`config.mk`:
```
export PLATFORM = sky130hd
export DESIGN_NAME = reg_scoreboard_flat
export DESIGN_NICKNAME = d
export VERILOG_FILES = /design/src/rtl/reg_scoreboard_if.sv /design/src/rtl/reg_scoreboard.sv /design/src/flat_wrapper.sv
export SDC_FILE = /design/constraint.sdc
export NUM_CORES = 1
export LEC_CHECK = 0
export ABC_AREA = 1
export CAP_MARGIN = 5
export CORE_MARGIN = 2
export CORE_UTILIZATION = 55
export CTS_CLUSTER_SIZE = 24
export DETAILED_ROUTE_END_ITERATION = 10
export PLACE_DENSITY = 0.74
export SLEW_MARGIN = 15
export SYNTH_ARGS = -nofsm -noshare
export SYNTH_HDL_FRONTEND = slang
export SYNTH_SLANG_ARGS = --single-unit
```
`constraint.sdc`:
```
create_clock -name clk -period 5.2 [get_ports clk]
set_input_delay 0.78 -clock clk [delete_from_list [all_inputs] [get_ports clk]]
set_output_delay 0.78 -clock clk [all_outputs]
set_load 0.1 [all_outputs]
```
`src/rtl/reg_scoreboard_if.sv`:
```
// rtl/reg_scoreboard_if.sv - issue/retire/stall bundle between ID, WB and the scoreboard
// Purpose: groups the ID query/issue, WB retire and scoreboard status signals.
// Ports (master = pipeline side, slave = scoreboard):
//   rs1_id, rs2_id              ID source indices
//   issue_valid, issue_we       ID presents an instruction / it writes rd
//   issue_rd, issue_lat         destination index and result latency
//   wb_valid, wb_rd             WB retire strobe and index
//   stall                       combinational pipeline hold
//   busy_vec, busy_cnt          registered busy bits and their population count
interface reg_scoreboard_if #(
  parameter int NREG  = 32,
  parameter int LAT_W = 3
);
  logic [4:0]       rs1_id;
  logic [4:0]       rs2_id;
  logic             issue_valid;
  logic             issue_we;
  logic [4:0]       issue_rd;
  logic [LAT_W-1:0] issue_lat;
  logic             wb_valid;
  logic [4:0]       wb_rd;
  logic             stall;
  logic [NREG-1:0]  busy_vec;
  logic [5:0]       busy_cnt;

  modport master (
    output rs1_id, rs2_id, issue_valid, issue_we, issue_rd, issue_lat, wb_valid, wb_rd,
    input  stall, busy_vec, busy_cnt
  );

  modport slave (
    input  rs1_id, rs2_id, issue_valid, issue_we, issue_rd, issue_lat, wb_valid, wb_rd,
    output stall, busy_vec, busy_cnt
  );
endinterface

```
`src/rtl/reg_scoreboard.sv`:
```
// rtl/reg_scoreboard.sv - in-flight destination tracker that stalls ID until operands are forwardable
// Purpose: holds issue while a source (RAW) or destination (WAW) has a result that
//   does not yet exist; the forwarding mux covers everything else.
// Ports:
//   clk     rising-edge clock
//   rst_n   asynchronous active-low reset
//   sb      reg_scoreboard_if.slave: issue/query and retire inputs, stall,
//           busy_vec and busy_cnt outputs
module reg_scoreboard #(
  parameter int NREG  = 32,
  parameter int LAT_W = 3
) (
  input logic            clk,
  input logic            rst_n,
  reg_scoreboard_if.slave sb
);

  logic [NREG-1:0]  busy;
  logic [LAT_W-1:0] cnt [NREG];
  logic [5:0]       busy_cnt_q;

  logic raw_hit;
  logic waw_hit;
  logic stall;
  logic accept;
  logic cnt_inc;
  logic cnt_dec;

  // A source is only a hazard while its countdown is running; cnt==0 means the
  // value already sits in MEM/WB and the forwarding mux can supply it.
  always_comb begin
    raw_hit = 1'b0;
    if (sb.rs1_id != 5'd0 && busy[sb.rs1_id] && cnt[sb.rs1_id] != '0) raw_hit = 1'b1;
    if (sb.rs2_id != 5'd0 && busy[sb.rs2_id] && cnt[sb.rs2_id] != '0) raw_hit = 1'b1;

    // Younger write may not finish before the older one to the same register.
    waw_hit = sb.issue_we && sb.issue_rd != 5'd0 && busy[sb.issue_rd] &&
              (cnt[sb.issue_rd] > sb.issue_lat);

    stall  = sb.issue_valid && (raw_hit || waw_hit);
    accept = sb.issue_valid && !stall && sb.issue_we && sb.issue_rd != 5'd0;

    cnt_inc = accept && !busy[sb.issue_rd];
    // A retire overridden by a same-register accept does not clear the bit.
    cnt_dec = sb.wb_valid && sb.wb_rd != 5'd0 && busy[sb.wb_rd] &&
              !(accept && sb.issue_rd == sb.wb_rd);
  end

  always_ff @(posedge clk or negedge rst_n) begin
    if (!rst_n) begin
      busy       <= '0;
      busy_cnt_q <= '0;
      for (int r = 0; r < NREG; r++) cnt[r] <= '0;
    end else begin
      // Entry 0 is never written, so x0 stays untracked.
      for (int r = 1; r < NREG; r++) begin
        if (accept && sb.issue_rd == 5'(r)) begin
          busy[r] <= 1'b1;
          cnt[r]  <= sb.issue_lat;
        end else if (sb.wb_valid && sb.wb_rd == 5'(r)) begin
          busy[r] <= 1'b0;
          cnt[r]  <= '0;
        end else if (busy[r] && cnt[r] != '0) begin
          cnt[r] <= cnt[r] - LAT_W'(1);
        end
      end

      case ({cnt_inc, cnt_dec})
        2'b10:   busy_cnt_q <= busy_cnt_q + 6'd1;
        2'b01:   busy_cnt_q <= busy_cnt_q - 6'd1;
        default: busy_cnt_q <= busy_cnt_q;
      endcase
    end
  end

  assign sb.stall    = stall;
  assign sb.busy_vec = busy;
  assign sb.busy_cnt = busy_cnt_q;

endmodule

```
`src/flat_wrapper.sv`:
```
// flat-port wrapper written by rule: the top's interface ports become plain ports
module reg_scoreboard_flat 
#(
  parameter int NREG  = 32,
  parameter int LAT_W = 3
)
  (clk, rst_n, sb_rs1_id, sb_rs2_id, sb_issue_valid, sb_issue_we, sb_issue_rd, sb_issue_lat, sb_wb_valid, sb_wb_rd, sb_stall, sb_busy_vec, sb_busy_cnt);
  reg_scoreboard_if #(.NREG(NREG), .LAT_W(LAT_W)) sb_i ();
  input logic clk;
  input logic rst_n;
  input wire logic [$bits(sb_i.rs1_id)-1:0] sb_rs1_id;
  input wire logic [$bits(sb_i.rs2_id)-1:0] sb_rs2_id;
  input wire logic [$bits(sb_i.issue_valid)-1:0] sb_issue_valid;
  input wire logic [$bits(sb_i.issue_we)-1:0] sb_issue_we;
  input wire logic [$bits(sb_i.issue_rd)-1:0] sb_issue_rd;
  input wire logic [$bits(sb_i.issue_lat)-1:0] sb_issue_lat;
  input wire logic [$bits(sb_i.wb_valid)-1:0] sb_wb_valid;
  input wire logic [$bits(sb_i.wb_rd)-1:0] sb_wb_rd;
  output wire logic [$bits(sb_i.stall)-1:0] sb_stall;
  output wire logic [$bits(sb_i.busy_vec)-1:0] sb_busy_vec;
  output wire logic [$bits(sb_i.busy_cnt)-1:0] sb_busy_cnt;
  assign sb_i.rs1_id = sb_rs1_id;
  assign sb_i.rs2_id = sb_rs2_id;
  assign sb_i.issue_valid = sb_issue_valid;
  assign sb_i.issue_we = sb_issue_we;
  assign sb_i.issue_rd = sb_issue_rd;
  assign sb_i.issue_lat = sb_issue_lat;
  assign sb_i.wb_valid = sb_wb_valid;
  assign sb_i.wb_rd = sb_wb_rd;
  assign sb_stall = sb_i.stall;
  assign sb_busy_vec = sb_i.busy_vec;
  assign sb_busy_cnt = sb_i.busy_cnt;
  reg_scoreboard #(.NREG(NREG), .LAT_W(LAT_W)) u_core (.clk(clk), .rst_n(rst_n), .sb(sb_i));
endmodule
```
# Word level (Yosys, flattened, before mapping)
# Index checks and enable logic that the tools add are counted.
[totals]
regBits = 130
output_inout_bits = 39
elab_cells = 560
[classes]
add_sub_neg = 33
n_lt_le_gt_ge = 8
n_eq_ne = 65
n_mux = 175
bitwise_logic = 3
n_reduce_logical = 213
[ops]
columns = ["operator", "n"]
rows = [
  ["$mux W3", 99],
  ["$reduce_bool A3 Y1", 64],
  ["$eq A5 B5 Y1 const B", 32],
  ["$logic_and A1 B1 Y1", 109],
  ["$sub A3 B1 Y3 const B", 31],
  ["$eq A5 B4 Y1 const B", 16],
  ["$mux W1", 68],
  ["$reduce_bool A2 Y1", 32],
  ["$bmux W3 S5", 3],
  ["$eq A5 B3 Y1 const B", 8],
  ["$lt A5 B6 Y1 const B", 4],
  ["$bmux W1 S5", 4],
  ["$eq A5 B2 Y1 const B", 4],
  ["$reduce_bool A5 Y1", 4],
  ["$ge A6 B6 Y1 const B", 3],
  ["$not A5 Y6", 3],
  ["$pmux W6 S2", 1],
  ["$eq A5 B1 Y1 const B", 2],
  ["$add A6 B1 Y6 const B", 1],
  ["$sub A6 B1 Y6 const B", 1],
  ["$eq A5 B5 Y1", 1],
  ["$gt A3 B3 Y1", 1],
  ["$logic_not A1 Y1", 3],
  ["$eq A2 B1 Y1 const B", 1],
  ["other kinds (2)", 2],
]

# Depth between registers and ports, before layout
[logic_depth]
depth_word = 19
depth_mapped = 32
ltp_nobuf = 30

# Worst setup path after synthesis
# OpenSTA, ideal clock, no wires.
[synth_timing]
path_kind = "in2out"
from = "in sb_issue_rd[0]"
to = "out sb_stall"
arrival_ps = 4486
required_ps = 4420
slack_ps = -66
stages = 18
path_cell_list = "buf_4 nand2_2 clkbuf_1 buf_1 o22ai_1 o21ai_0 o211ai_1 a211oi_1 a41oi_1 ha_1 nand3_1 inv_1 nor3_1 nand3_2 nand3_2 nor2_4 buf_2 nor2_1"
[synth_between]
elab_chain_cells = 8
elab_cells_between_ends = 13
cone_classes = "order compare (1); mux (5); bitwise (1); reduce/logical (6)"
[synth_lines]
columns = ["item", "line_no", "text"]
rows = [
  ["start, declared", "flat_wrapper.sv:15", "input wire logic [$bits(sb_i.issue_rd)-1:0] sb_issue_rd;"],
  ["$not A5 Y6 (not written as such)", "reg_scoreboard.sv:38", "(cnt[sb.issue_rd] > sb.issue_lat);"],
  ["$bmux W3 S5", "reg_scoreboard.sv:38", ""],
  ["$mux W3 (not written as such) (2 in a row)", "reg_scoreboard.sv:38", ""],
  ["$gt A3 B3 Y1", "reg_scoreboard.sv:38", ""],
  ["$logic_and A1 B1 Y1 *", "reg_scoreboard.sv:37", "waw_hit = sb.issue_we && sb.issue_rd != 5'd0 && busy[sb.issue_rd] &&"],
  ["$logic_or A1 B1 Y1 *", "reg_scoreboard.sv:40", "stall = sb.issue_valid && (raw_hit || waw_hit);"],
  ["$logic_and A1 B1 Y1 *", "reg_scoreboard.sv:40", ""],
  ["end, declared", "flat_wrapper.sv:19", "output wire logic [$bits(sb_i.stall)-1:0] sb_stall;"],
]
# Mark *: on every way between the ends. The rest lies on a longest branch, timed or not. The select of a mux whose other input is x is not followed.

# Worst setup path in the final report
[layout_timing]
from = "in sb_issue_rd[0]"
to = "reg u_core.busy_cnt_q[5] (netlist: u_core.sb.busy_cnt[5])"
[layout_between]
elab_chain_cells = 17
elab_cells_between_ends = 27
cone_classes = "order compare (1); eq/ne (3); mux (6); bitwise (1); reduce/logical (16)"
[layout_lines]
columns = ["item", "line_no", "text"]
rows = [
  ["$not A5 Y6 (not written as such)", "reg_scoreboard.sv:38", ""],
  ["$bmux W3 S5", "reg_scoreboard.sv:38", ""],
  ["$mux W3 (not written as such) (2 in a row)", "reg_scoreboard.sv:38", ""],
  ["$gt A3 B3 Y1", "reg_scoreboard.sv:38", ""],
  ["$logic_and A1 B1 Y1", "reg_scoreboard.sv:37", ""],
  ["$logic_or A1 B1 Y1", "reg_scoreboard.sv:40", ""],
  ["$logic_and A1 B1 Y1", "reg_scoreboard.sv:40", ""],
  ["$logic_not A1 Y1", "reg_scoreboard.sv:41", "accept = sb.issue_valid && !stall && sb.issue_we && sb.issue_rd != 5'd0;"],
  ["$logic_and A1 B1 Y1 (3 in a row)", "reg_scoreboard.sv:41", ""],
  ["$logic_and A1 B1 Y1", "reg_scoreboard.sv:46", "!(accept && sb.issue_rd == sb.wb_rd);"],
  ["$logic_not A1 Y1", "reg_scoreboard.sv:46", ""],
  ["$logic_and A1 B1 Y1", "reg_scoreboard.sv:45", "cnt_dec = sb.wb_valid && sb.wb_rd != 5'd0 && busy[sb.wb_rd] &&"],
  ["$eq A2 B1 Y1 / $eq A2 B2 Y1 (equally long branches)", "reg_scoreboard.sv:68", "case ({cnt_inc, cnt_dec})"],
  ["$pmux W6 S2 / $reduce_bool A2 Y1 (equally long branches)", "-", ""],
  ["end signal, assigned", "reg_scoreboard.sv:69", "2'b10: busy_cnt_q <= busy_cnt_q + 6'd1;"],
  ["end signal, assigned", "reg_scoreboard.sv:70", "2'b01: busy_cnt_q <= busy_cnt_q - 6'd1;"],
  ["end signal, assigned", "reg_scoreboard.sv:71", "default: busy_cnt_q <= busy_cnt_q;"],
  ["end, declared", "reg_scoreboard.sv:20", "logic [5:0] busy_cnt_q;"],
]
# Several ways; a longest one is shown, not always the timed one. The select of a mux whose other input is x is not followed.
# A chain may end at the register's enable or synchronous reset.

==> reports/qor.json <==
{
  "outcome": {
    "outcome": "complete, no violations"
  },
  "layout": {
    "syn2layout_area_growth_pct": 15.5,
    "num-fill-cells": 2081,
    "ff_latch_area_sq_mm": 0.00325,
    "layout.cell_area.non_filler_sq_mm": 0.0148,
    "post_route_cells_drive_above_1_share_pct": 9.54,
    "multi_input_comb_area_sq_mm": 0.00787,
    "finalNetCount": 2308
  },
  "routing": {
    "route.detailed.vias_per_inst": 5.71,
    "drc": 0,
    "detail_route.wl_per_cell_um": 19.0,
    "overall_via_count_from_detail_route": 14500,
    "drt-total-wl_um": 48200,
    "drtIter0Drc": 1644,
    "detail-route-antenna-nets": 0,
    "drt_first_pass_iters": 8
  },
  "critical_path": {
    "worst_path_cell_with_the_longest_stage_delay": "sky130_fd_sc_hd__clkdlybuf4s50_1",
    "cp_depth": 32,
    "critPathCaptureType": "register",
    "type_of_element_launching_the_critical_path": "primary input",
    "rr_worst_depth": 27,
    "worst_ep_arrival_time_ps": 5260,
    "timing.reg2reg.setup_slack_ps": 770,
    "path_max_fanout": 9,
    "critical_path_required_ps": 5530,
    "timing.critical_path.max_delay_family": "buffers and inverters",
    "critPathMaxStageDelay_ps": 480,
    "worstSetupPathType": "in -> reg",
    "path_buf_inv": 8
  },
  "floorplanning": {
    "die_w_um": 157,
    "io_pins": 67,
    "placementRows": 55,
    "initial_core_util_pct": 56.3,
    "die-area_sq_mm": 0.0246,
    "die_y_um": 157,
    "core_region_area_sq_mm": 0.0228
  },
  "cts": {
    "clock_path_buffers": 2,
    "h-tree-depth": 4,
    "cts_repair_resize_count": 0,
    "cts_setup_buffers": 0,
    "numCtsBuffers": 17,
    "cts_tree": "built",
    "clkTransAtPathRegs_ps": 70,
    "cts-root-buf": "sky130_fd_sc_hd__clkbuf_16",
    "clk-insertion-delay-late_ps": 440,
    "cts_num_sinks": 130,
    "hold_buffers": 0
  },
  "yosys": {
    "dominantRegCellSynth": "sky130_fd_sc_hd__dfrtp_1",
    "synthCells": 2113,
    "yosys_register_bits": 130,
    "synth-async-reset-ratio_pct": 100,
    "syn-num-nets": 2212,
    "syn_avg_cell_area_sq_um": 6.07,
    "synthDistinctLibCells": 49,
    "ys_warn_count": 4,
    "seq_area_frac_synth_pct": 25.4,
    "post_synth_instance_area_sq_mm": 0.0128,
    "synth-edff-count": 0
  },
  "global_route": {
    "pin_count_of_the_biggest_net_entering_global_routing": 96,
    "antenna_violations_before_repair": 1,
    "gr-usage-all-layers_pct": 40.0,
    "sum_of_overflow_across_all_layers_after_global_routing": 0,
    "grt_first_pass_wirelength_um": 74700,
    "first_global_vias": 13400
  },
  "power_and_ir_drop": {
    "total_power_mw": 8.40,
    "total_leakage_power_nw": 8.35,
    "ir_drop_worst_case_vdd_mv": 0.434,
    "pwr_density_mw_per_mm2": 567
  },
  "placement": {
    "dp.final_hpwl_um": 36800,
    "placedInstanceArea_sq_mm": 0.0141,
    "routabilityCongestion": 1.06,
    "number_of_input_and_output_port_buffers_inserted": 65
  },
  "sta": {
    "max_freq_mhz": 203,
    "finalHoldViolCount": 0,
    "final_critical_path_share_of_the_clock_period_pct": 94.8,
    "setup-tns-final_ps": 0,
    "finalMaxSlewViolations": 0,
    "worst_slew_pin_slew_ps": 981,
    "fin_crit_ps": 4930,
    "setup-violations-final": 0,
    "max_slew_headroom_pct": 34.4,
    "max_clock_skew_ps": 11.3
  },
  "flow_run": {
    "drv_cap": 0
  },
  "worst_hold_path": {
    "hp_class": "in -> async"
  }
}
synth_stat cells (2+ instances only):
cell type / count / area (sq um)
sky130_fd_sc_hd__buf_4: 9 / 67.6
sky130_fd_sc_hd__buf_6: 13 / 146
sky130_fd_sc_hd__clkinv_1: 2 / 7.51
sky130_fd_sc_hd__ha_1: 70 / 876
sky130_fd_sc_hd__nand2_2: 13 / 81.3
sky130_fd_sc_hd__clkbuf_1: 32 / 120
sky130_fd_sc_hd__a221oi_1: 4 / 35.0
sky130_fd_sc_hd__xor2_1: 25 / 219
sky130_fd_sc_hd__o21ai_1: 3 / 15.0
sky130_fd_sc_hd__nor2_4: 3 / 33.8
sky130_fd_sc_hd__a22oi_1: 3 / 22.5
sky130_fd_sc_hd__nor3_1: 33 / 165
sky130_fd_sc_hd__or2_2: 25 / 156
sky130_fd_sc_hd__inv_1: 335 / 1260
sky130_fd_sc_hd__buf_1: 7 / 26.3
sky130_fd_sc_hd__nand3_1: 88 / 440
sky130_fd_sc_hd__o221ai_1: 3 / 26.3
sky130_fd_sc_hd__xnor2_1: 9 / 78.8
sky130_fd_sc_hd__a21oi_1: 18 / 90.1
sky130_fd_sc_hd__dfrtp_1: 130 / 3250
sky130_fd_sc_hd__nand2_1: 814 / 3060
sky130_fd_sc_hd__nand3_2: 4 / 40.0
sky130_fd_sc_hd__o22ai_1: 49 / 307
sky130_fd_sc_hd__a31oi_1: 3 / 18.8
sky130_fd_sc_hd__nand4_4: 10 / 213
sky130_fd_sc_hd__inv_4: 2 / 12.5
sky130_fd_sc_hd__buf_2: 10 / 50.1
sky130_fd_sc_hd__o21ai_0: 74 / 370
sky130_fd_sc_hd__nand2_4: 2 / 22.5
sky130_fd_sc_hd__nand4_1: 120 / 751
sky130_fd_sc_hd__nor2_1: 158 / 593
sky130_fd_sc_hd__nand3b_1: 6 / 45.0
sky130_fd_sc_hd__inv_2: 15 / 56.3
sky130_fd_sc_hd__nor2_2: 6 / 37.5
metrics by stage:
step | cells | util [%] | setup slack, ps | hold slack, ps
final | 2536 | 65.0 | 270 | 372
after global routing | 2535 | 65.0 | -79.5 | 468
after CTS | 2535 | 64.7 | 35.9 | 436
after detailed placement | 2503 | 62.0 | -393 | 463
after global placement | 2503 | 62.0 | -291 | 461
after floorplan | 2113 | - | 118 | 448
layout by cell type (no fill, tap or decap), drive strengths merged, types with 2 or more instances in the layout:
| master | count |
|---|---|
| a21oi | 18 |
| a221oi | 4 |
| a22oi | 3 |
| a31oi | 3 |
| buf | 86 |
| bufinv | 3 |
| clkbuf | 18 |
| clkdlybuf4s50 | 62 |
| clkinv | 7 |
| clkinvlp | 2 |
| dfrtp | 130 |
| ha | 70 |
| inv | 357 |
| nand2 | 829 |
| nand3 | 92 |
| nand3b | 6 |
| nand4 | 130 |
| nor2 | 167 |
| nor3 | 33 |
| o21ai | 77 |
| o221ai | 3 |
| o22ai | 49 |
| or2 | 25 |
| xnor2 | 9 |
| xor2 | 25 |
kinds of logic after synthesis:
family          Yosys count  synth area share, %
flops                   130                 25.4
other cells               1               0.0292
xor+xnor                 34                 2.32
mux                       1               0.0878
simple gates           1284                 44.0
fa+ha+maj                71                 6.98
compound gates          165                 7.39
buf+inv                 427                 13.8
area by class of cell:
type / count / share of cell area (%)
Clock buffer: 18 / 2.96
Tap cell: 313 / 2.64
Timing Repair Buffer: 149 / 9.02
Clock inverter: 14 / 1.19
Sequential cell: 130 / 22.0
Antenna cell: 1 / 0.0169
Inverter: 355 / 9.06
Multi-Input combinational cell: 1556 / 53.1
per-layer routing:
| layer | track usage (%) | up-vias | wire length [um] |
|---|---|---|---|
| li1 | - | 6863 | - |
| met3 | 8.50 | 177 | 5290 |
| met2 | 61.6 | 848 | 21000 |
| met1 | 52.4 | 6594 | 19400 |
| met4 | 21.8 | 0 | 2600 |
| met5 | 0 | - | 0 |
registers in the layout, summed over array words and instances (netlist names):
register,count
u_core.cnt,93
u_core.sb.busy_vec,31
u_core.sb.busy_cnt,6
power by group:
group / switching, mW / internal, mW
Combinational: 3.33 / 1.72
Sequential: 0.535 / 1.49
Clock: 0.541 / 0.774
path summary, 6_finish.rpt:
| kind | start | endpoint |
|---|---|---|
| hold reg to reg | u_core.sb.busy_cnt[5] | u_core.sb.busy_cnt[5] |
| max in group asynchronous | rst_n | u_core.cnt[79] |
| hold / removal | rst_n | u_core.cnt[20] |
| setup / recovery | sb_issue_rd[0] | u_core.sb.busy_cnt[5] |
| setup reg to reg | u_core.cnt[65] | u_core.sb.busy_cnt[5] |
| min in group clk | u_core.sb.busy_cnt[5] | u_core.sb.busy_cnt[5] |
Power figures use the tool's default switching activity.
